File: src/rtl/prach_pkg.sv
// Shared types and constants for the PRACH reshape burst scheduler.
package prach_pkg;

    typedef enum logic [1:0] {
        IDLE,
        ARB,
        BURST
    } state_t;

    localparam int ChnWidth = 8;

    function automatic int beat_cnt_width(input int size);
        return (2 * size > 1) ? $clog2(2 * size) : 1;
    endfunction

endpackage

File: src/rtl/prach_reshape_sched_arb.sv
// Combinational round-robin pick: first eligible source at or above ptr, wrapping.
module prach_rr_arbiter #(
    parameter int NUM_CH = 4,
    localparam int PW = (NUM_CH > 1) ? $clog2(NUM_CH) : 1
) (
    input  logic [NUM_CH-1:0] eligible,
    input  logic [PW-1:0]     ptr,
    output logic              gnt_valid,
    output logic [PW-1:0]     gnt_idx
);

    always_comb begin
        gnt_valid = 1'b0;
        gnt_idx   = '0;
        for (int i = 0; i < NUM_CH; i++) begin
            int j;
            j = int'(ptr) + i;
            if (j >= NUM_CH) j = j - NUM_CH;
            if (!gnt_valid && eligible[j]) begin
                gnt_valid = 1'b1;
                gnt_idx   = PW'(j);
            end
        end
    end

endmodule

File: src/rtl/prach_reshape_sched.sv
// Grants the shared reshape datapath to one source per 2*SIZE-beat burst,
// round-robin, and drives the datapath inputs one cycle after each pop.
module prach_reshape_sched
    import prach_pkg::*;
#(
    parameter int SIZE   = 8,
    parameter int NUM_CH = 4
) (
    input  logic                 clk,
    input  logic                 rst,
    input  logic                 enable,
    input  logic                 resync,
    input  logic [NUM_CH-1:0]    cfg_ch_mask,
    input  logic [NUM_CH-1:0]    src_req,
    input  logic [NUM_CH*16-1:0] src_dq1,
    input  logic [NUM_CH*16-1:0] src_dq2,
    output logic [NUM_CH-1:0]    src_rd,
    output logic [15:0]          dout_dq1,
    output logic [15:0]          dout_dq2,
    output logic                 dout_dv,
    output logic [ChnWidth-1:0]  dout_chn,
    output logic                 sync_out,
    output logic                 busy,
    output logic                 burst_done
);

    localparam int PW   = (NUM_CH > 1) ? $clog2(NUM_CH) : 1;
    localparam int BW   = beat_cnt_width(SIZE);
    localparam int LAST = 2 * SIZE - 1;

    state_t            state;
    logic [PW-1:0]     g;
    logic [PW-1:0]     rr;
    logic [PW-1:0]     rr_next;
    logic [BW-1:0]     beat;
    logic              sync_pend;
    logic              enable_d;
    logic              arb_valid;
    logic [PW-1:0]     arb_idx;
    logic [NUM_CH-1:0] eligible;
    logic              first_beat;
    logic              last_beat;
    logic [15:0]       dq1_arr [NUM_CH];
    logic [15:0]       dq2_arr [NUM_CH];

    for (genvar k = 0; k < NUM_CH; k++) begin : g_unpack
        assign dq1_arr[k] = src_dq1[16*k +: 16];
        assign dq2_arr[k] = src_dq2[16*k +: 16];
    end

    assign eligible   = src_req & cfg_ch_mask;
    assign busy       = (state == BURST);
    assign first_beat = busy && (beat == '0);
    assign last_beat  = busy && (beat == BW'(LAST));
    assign rr_next    = (arb_idx == PW'(NUM_CH - 1)) ? '0 : arb_idx + 1'b1;

    prach_rr_arbiter #(
        .NUM_CH(NUM_CH)
    ) u_arb (
        .eligible (eligible),
        .ptr      (rr),
        .gnt_valid(arb_valid),
        .gnt_idx  (arb_idx)
    );

    // Gated by rst so a reset mid-burst stops popping in the same cycle.
    always_comb begin
        src_rd = '0;
        if (busy && !rst) src_rd[g] = 1'b1;
    end

    always_ff @(posedge clk) begin
        if (rst) begin
            state      <= IDLE;
            g          <= '0;
            rr         <= '0;
            beat       <= '0;
            sync_pend  <= 1'b1;
            enable_d   <= 1'b0;
            dout_dq1   <= '0;
            dout_dq2   <= '0;
            dout_dv    <= 1'b0;
            dout_chn   <= '0;
            sync_out   <= 1'b0;
            burst_done <= 1'b0;
        end else begin
            enable_d   <= enable;
            dout_dv    <= busy;
            sync_out   <= first_beat && sync_pend;
            burst_done <= last_beat;
            if (busy) begin
                dout_dq1 <= dq1_arr[g];
                dout_dq2 <= dq2_arr[g];
                dout_chn <= ChnWidth'(g);
            end
            // A new request wins over the clear so coincident resync carries over.
            if ((enable && !enable_d) || resync) begin
                sync_pend <= 1'b1;
            end else if (first_beat) begin
                sync_pend <= 1'b0;
            end
            unique case (state)
                IDLE: begin
                    if (enable) state <= ARB;
                end
                ARB: begin
                    if (!enable) begin
                        state <= IDLE;
                    end else if (arb_valid) begin
                        g     <= arb_idx;
                        rr    <= rr_next;
                        beat  <= '0;
                        state <= BURST;
                    end
                end
                BURST: begin
                    beat <= beat + 1'b1;
                    if (beat == BW'(LAST)) state <= ARB;
                end
                default: state <= IDLE;
            endcase
        end
    end

endmodule

File: config.mk
export PLATFORM = sky130hd
export DESIGN_NAME = prach_reshape_sched
export DESIGN_NICKNAME = d
export VERILOG_FILES = /design/src/rtl/prach_pkg.sv /design/src/rtl/prach_reshape_sched_arb.sv /design/src/rtl/prach_reshape_sched.sv
export SDC_FILE = /design/constraint.sdc
export NUM_CORES = 1
export LEC_CHECK = 0
export ABC_AREA = 0
export CELL_PAD_IN_SITES_DETAIL_PLACEMENT = 1
export CELL_PAD_IN_SITES_GLOBAL_PLACEMENT = 1
export CORE_MARGIN = 2
export CORE_UTILIZATION = 23
export DETAILED_ROUTE_END_ITERATION = 12
export PLACE_DENSITY_LB_ADDON = 0.12
export SLEW_MARGIN = 0
export SYNTH_ARGS = -nofsm -noshare
export SYNTH_HDL_FRONTEND = slang
export SYNTH_SLANG_ARGS = --single-unit
export TNS_END_PERCENT = 20
File: constraint.sdc
create_clock -name clk -period 1.7 [get_ports clk]
set_clock_uncertainty 0.2 [all_clocks]
set_input_delay 0.34 -clock clk [delete_from_list [all_inputs] [get_ports clk]]
set_output_delay 0.34 -clock clk [all_outputs]
set_load 0.02 [all_outputs]
==> impl_metrics.tcl, run 1 <==
set metrics [dict create \
    max_freq_ghz 0.568 \
    syn_avg_cell_area_um2 9.43 \
    grt_max_degree 26 \
    die_h_um 114 \
    yosysMostFrequentCell "nand2_1" \
    antennaDiodeCount 0 \
    slowest_delay_ns 0.31 \
    die-area_mm2 0.0130 \
    drtAntennaViolNets 0 \
    startpoint_type "register" \
    drv_cap 0 \
    synth_area_leaders "dfxtp_1, mux4_2, nand2_1, a21oi_1, clkbuf_1" \
    crit_cells 4 \
    clock-root-buffer "clkbuf_16" \
    min_period_over_period_pct 104 \
    yosysTopAreaCell "dfxtp_1" \
    clk_path_buf_depth 2 \
    drtIter0Drc 84 \
    ys_ff_latch 49 \
    firstDrtPassIters 4 \
    critPathMostFrequentCell "buf_4" \
    path_buf_inv 2 \
    synth.distinct_cells 42 \
    area_growth_pct 88.2 \
    wire_per_inst_um 16.0 \
    dp_hpwl_um 7930 \
    reg2reg_depth 5 \
    critPathArrivalTime_ns 1.22 \
    synth.cells.most_frequent "nand2_1, dfxtp_1, a21oi_1" \
    cts_hold_buf 0 \
    leakagePower_uw 0.00200 \
    rsz0062_at_grt "true" \
    ys_seq_area_share_pct 35.2 \
    worstSetupEndpointType "output port" \
    viasPerCell 4.74 \
    whs_ns 0.151 \
    crit_chain "nand2b_4, buf_4, nor4_4, buf_4" \
    netlist_instances 296 \
    placementRows 40 \
    wl_um 10300 \
    crit_path_start "state[0]$_SDFFE_PP0P_" \
    r2r-end "dout_dq1[10]$_SDFFE_PP0P_" \
    async_flop_share_pct 0 \
    finish.instance_area_mm2 0.00525 \
    htreeDepth 2 \
    grt_overflow 0 \
    yosys.area.top_type_share_pct 35.2 \
    slowest_stage "dfxtp_1" \
    place_ws_ns -0.520 \
    cp-endpoint "src_rd[0]" \
    dpl_cell_area_mm2 0.00495 \
    layout_setup_ws_ns -0.0599 \
    grt_antenna_before_repair 0 \
    clk_pin_slew_ns 0.07 \
    yosys_warnings 0 \
    pin_count 188 \
    numCtsBuffers 5 \
    first_global_vias 3211 \
    finalWeightedCongestion 0.799 \
    cts_tree "done" \
    setup_viol 5 \
    hold_violations 0 \
    port_buffers 181 \
    cpLargestDelayFamily "buffers and inverters" \
    r2r_setup_slack_ns 0.01 \
    period_needed_ns 1.76 \
    r2r-start "g[0]$_SDFFE_PP0P_" \
    pwr_density_cell_mw_per_mm2 596 \
    drcViolationCount 0 \
    drive_gt1_share_pct 21.8 \
    path_class "reg -> out" \
    core-area_mm2 0.0119 \
    violations "negative setup slack" \
    crit_required_ns 1.16 \
    vias 3064 \
    clk-insertion-delay-late_ns 0.29 \
    die_w_um 114 \
    grt_pass1_wl_um 15600 \
    crit_fanout 5 \
    min_path_type "in -> reg" \
    start_util_pct 23.4 \
    cts_sinks 49 \
    netlist_area_mm2 0.00279 \
    outcome "finished, violations left" \
    nets 640 \
    ys.flop_type "dfxtp_1" \
    slew_viol_final 0 \
    irDropWorstVdd_v 0.000595 \
    synth_edf_count 0 \
    grt_util_all_layers_pct 15.2 \
]
==> layout by cell type, fill, tap and decap left out, types with 3 or more instances in the layout <==
cell type / n
buf_6: 3
clkbuf_16: 7
buf_4: 36
clkdlybuf4s50_1: 132
nor2_1: 6
dlygate4sd2_1: 42
o21ai_0: 6
a21oi_1: 42
nand2_2: 4
nand2_1: 72
nor3_1: 4
inv_1: 3
conb_1: 6
buf_12: 4
dfxtp_1: 46
nand3_1: 5
mux4_2: 32
==> worst min path at each step <==
stage	slack [ns]	depth (start not counted)	to	startpoint
finish	0.15	2	dout_dv$_SDFF_PP0_	rst
global route	0.16	2	dout_dv$_SDFF_PP0_	rst
CTS	0.14	2	dout_dv$_SDFF_PP0_	rst
detailed placement	0.25	2	dout_dq1[4]$_SDFFE_PP0P_	dout_dq1[4]$_SDFFE_PP0P_
global placement	0.24	2	dout_dq2[7]$_SDFFE_PP0P_	dout_dq2[7]$_SDFFE_PP0P_
floorplan	0.23	1	sync_pend$_SDFFE_PP1P_	resync
==> sequential cells by signal, indices dropped and copies added (netlist names), named ones only <==
name,count
dout_dv,1
g,2
enable_d,1
burst_done,1
beat,4
dout_dq2,16
state,2
sync_out,1
dout_chn,2
rr,1
dout_dq1,16
sync_pend,1
==> per-stage QoR <==
step / total power (uW) / cells / TNS, ns / util (%)
after global routing: 3270 / 646 / -1.11 / 44.1
final: 3130 / 646 / -0.194 / 44.1
after CTS: 3150 / 641 / -0.206 / 42.8
after global placement: 1960 / 633 / -4.32 / 41.6
after detailed placement: 1980 / 633 / -4.93 / 41.6
after floorplan: 1520 / 301 / -0.224 / -
==> area by class of cell <==
type                    count  area, um^2
flip-flops and latches     49         990
inverters                   4        15.0
multi-input cells         217        1750
fillers                  1399        6660
clock buffers               7         143
repair buffers            221        2140
clock inverters             1        30.0
well taps                 147         184
==> cell families (layout without fill, tap and decap cells) <==
logic type / count (synthesis) / count (layout) / share of synthesized area (%)
xor gates and xnor gates: 1 / 1 / 0.314
and+or+nand+nor: 107 / 107 / 16.7
AOI/OAI and AO/OA: 69 / 69 / 15.0
DFF: 49 / 49 / 35.2
other: 1 / 6 / 0.134
muxes: 32 / 32 / 25.8
adders and majority gates: 2 / 2 / 0.897
buffers and inverters: 35 / 233 / 5.96
==> what timing repair did <==
item,4_1_cts,5_1_grt
endpoints found under the setup margin,63,44
resized for setup,81,21
cloned,0,2
pin swaps,4,18
hold endpoints to repair,0,0
setup buffers,0,3
==> per-layer routing <==
| metal | track usage [%] | share of wire, % | up-vias | wire length, um |
|---|---|---|---|---|
| met2 | 28.1 | 51 | 121 | 5280 |
| met5 | 0 | 0 | - | 0 |
| li1 | - | - | 1472 | - |
| met3 | 4.13 | 8.0 | 14 | 824 |
| met1 | 16.5 | 38 | 1457 | 3960 |
| met4 | 5.45 | 2.4 | 0 | 249 |
==> where the power goes <==
part / total (uW) / internal (uW) / switching [uW]
Clock: 1170 / 736 / 430
Combinational: 771 / 503 / 268
Sequential: 1190 / 1180 / 18.1
(Power assumes the default switching activity.)
==> run 2: changes to the inputs <==
--- a/constraint.sdc
+++ b/constraint.sdc
@@ -4,2 +4,2 @@
 set_output_delay 0.34 -clock clk [all_outputs]
-set_load 0.02 [all_outputs]
+set_load 0.05 [all_outputs]
==> run 2 against run 1 <==
Effect of this change: the run still ends with negative setup slack left; critical path depth did not move; global-route usage rose by 0.35 points; clock power fell by 5%; highest routed layer unchanged.
==> impl_metrics.tcl, run 2 (synthesized netlist as in run 1, its figures left out) <==
set metrics [dict create \
    setup_viol 5 \
    rsz0062_at_grt "true" \
    grt_overflow 0 \
    dp_hpwl_um 8390 \
    grt_antenna_before_repair 0 \
    wire_per_inst_um 16.0 \
    drtIter0Drc 89 \
    die-area_mm2 0.0130 \
    drive_gt1_share_pct 29.1 \
    path_buf_inv 1 \
    pin_count 188 \
    violations "negative setup slack" \
    vias 3051 \
    path_class "reg -> out" \
    cts_tree "done" \
    layout_commonest_cell "clkdlybuf4s50_1" \
    clock-root-buffer "clkbuf_16" \
    min_path_type "in -> reg" \
    clk_path_buf_depth 2 \
    die_w_um 114 \
    worstHoldStart "rst" \
    slew_viol_final 0 \
    r2r_setup_slack_ns 0.07 \
    r2r-end "dout_dq2[1]$_SDFFE_PP0P_" \
    hold_violations 0 \
    area_growth_pct 102 \
    top_regs "dout_dq1 x16, dout_dq2 x16, beat x4" \
    crit_chain "nand2b_4, nor2_4, and3_4, buf_8" \
    r2r-start "g[0]$_SDFFE_PP0P_" \
    clk_pin_slew_ns 0.06 \
    grt_pass1_wl_um 15800 \
    critPathArrivalTime_ns 1.32 \
    min_to "dout_dq2[3]$_SDFFE_PP0P_" \
    cpLargestDelayFamily "simple AND/OR/NAND/NOR gates" \
    fill_cells 1305 \
    antennaDiodeCount 0 \
    crit_fanout 8 \
    crit_required_ns 1.16 \
    drv_cap 0 \
    finalWeightedCongestion 0.797 \
    startpoint_type "register" \
    outcome "finished, violations left" \
    grt_util_all_layers_pct 15.5 \
    final_cell_mix "clkdlybuf4s50_1, nand2_1, dfxtp_1" \
    numCtsBuffers 5 \
    drtAntennaViolNets 0 \
    grt_max_degree 31 \
    clk-insertion-delay-late_ns 0.29 \
    min_period_over_period_pct 109 \
    layout_setup_ws_ns -0.158 \
    drcViolationCount 0 \
    htreeDepth 2 \
    min_path_cells 2 \
    nets 637 \
    max_freq_ghz 0.538 \
    placementRows 40 \
    firstDrtPassIters 4 \
    setup-tns-final_ns -0.618 \
    irDropWorstVdd_v 0.000329 \
    cts_hold_buf 0 \
    total_power_uw 3210 \
    wl_um 10300 \
    place_ws_ns -0.538 \
    worstSetupEndpointType "output port" \
    pwr_density_cell_mw_per_mm2 569 \
    viasPerCell 4.75 \
    slowest_stage "dfxtp_2" \
    cts_sinks 49 \
    first_global_vias 3254 \
    fin_util_pct 47.4 \
    die_h_um 114 \
    slowest_delay_ns 0.33 \
    start_util_pct 23.4 \
    core-area_mm2 0.0119 \
    port_buffers 181 \
    reg2reg_depth 5 \
    period_needed_ns 1.86 \
    leakagePower_uw 0.00200 \
]
-- run 2: changes by cell type in the layout (fill, tap and decap cells not counted), sizes merged --
cell,previous run,this run
dlygate4sd2,42,0
buf,44,80
clkbuf,9,7
dlymetal6s2s,0,2
clkdlybuf4s15,1,2
clkinv,0,1
-- run 2: worst max-delay path by stage --
stage / start / to / slack, ns / depth (start not counted)
after floorplan: state[0]$_SDFFE_PP0P_ / src_rd[1] / -0.21 / 4
after global placement: src_req[1] / register / -0.46 / 5
after detailed placement: src_req[1] / register / -0.54 / 5
after CTS: state[0]$_SDFFE_PP0P_ / src_rd[3] / -0.16 / 4
after global routing: state[0]$_SDFFE_PP0P_ / src_rd[3] / -0.21 / 4
final: state[0]$_SDFFE_PP0P_ / src_rd[3] / -0.16 / 4
-- run 2: per-stage QoR --
step           instance area (um^2)  cells  hold slack (ns)
2_1_floorplan                  2920    301            0.232
3_3_place_gp                   5370    630            0.244
3_5_place_dp                   5370    630            0.257
4_1_cts                        5590    640            0.165
5_1_grt                        5640    642            0.187
6_report                       5640    642            0.167
-- run 2: cell type report --
class,instances,area [um^2],share of cell area (%)
clock buffers,5,125,2.22
inverters,4,15.0,0.266
clock inverters,2,35.0,0.621
well taps,147,184,3.26
multi-input cells,217,1750,31.1
flip-flops and latches,49,988,17.5
repair buffers,218,2540,45.0
-- run 2: layer usage --
metal	vias up	wire length (um)	track usage, %
li1	1463	-	-
met1	1461	3750	16.6
met2	117	5560	29.5
met3	10	802	4.45
met4	0	160	4.23
met5	-	0	0
-- run 2: timing repair --
item,in CTS,in global routing
endpoints found under the setup margin,9,22
pin swaps,4,8
resized for setup,18,17
gates cloned,0,0
setup buffers,3,2
-- run 2: where the power goes --
group	internal, uW	total, uW	switching (uW)
sequential	1180	1210	31.5
clock	684	1110	425
combinational	555	891	336
total	2420	3210	792
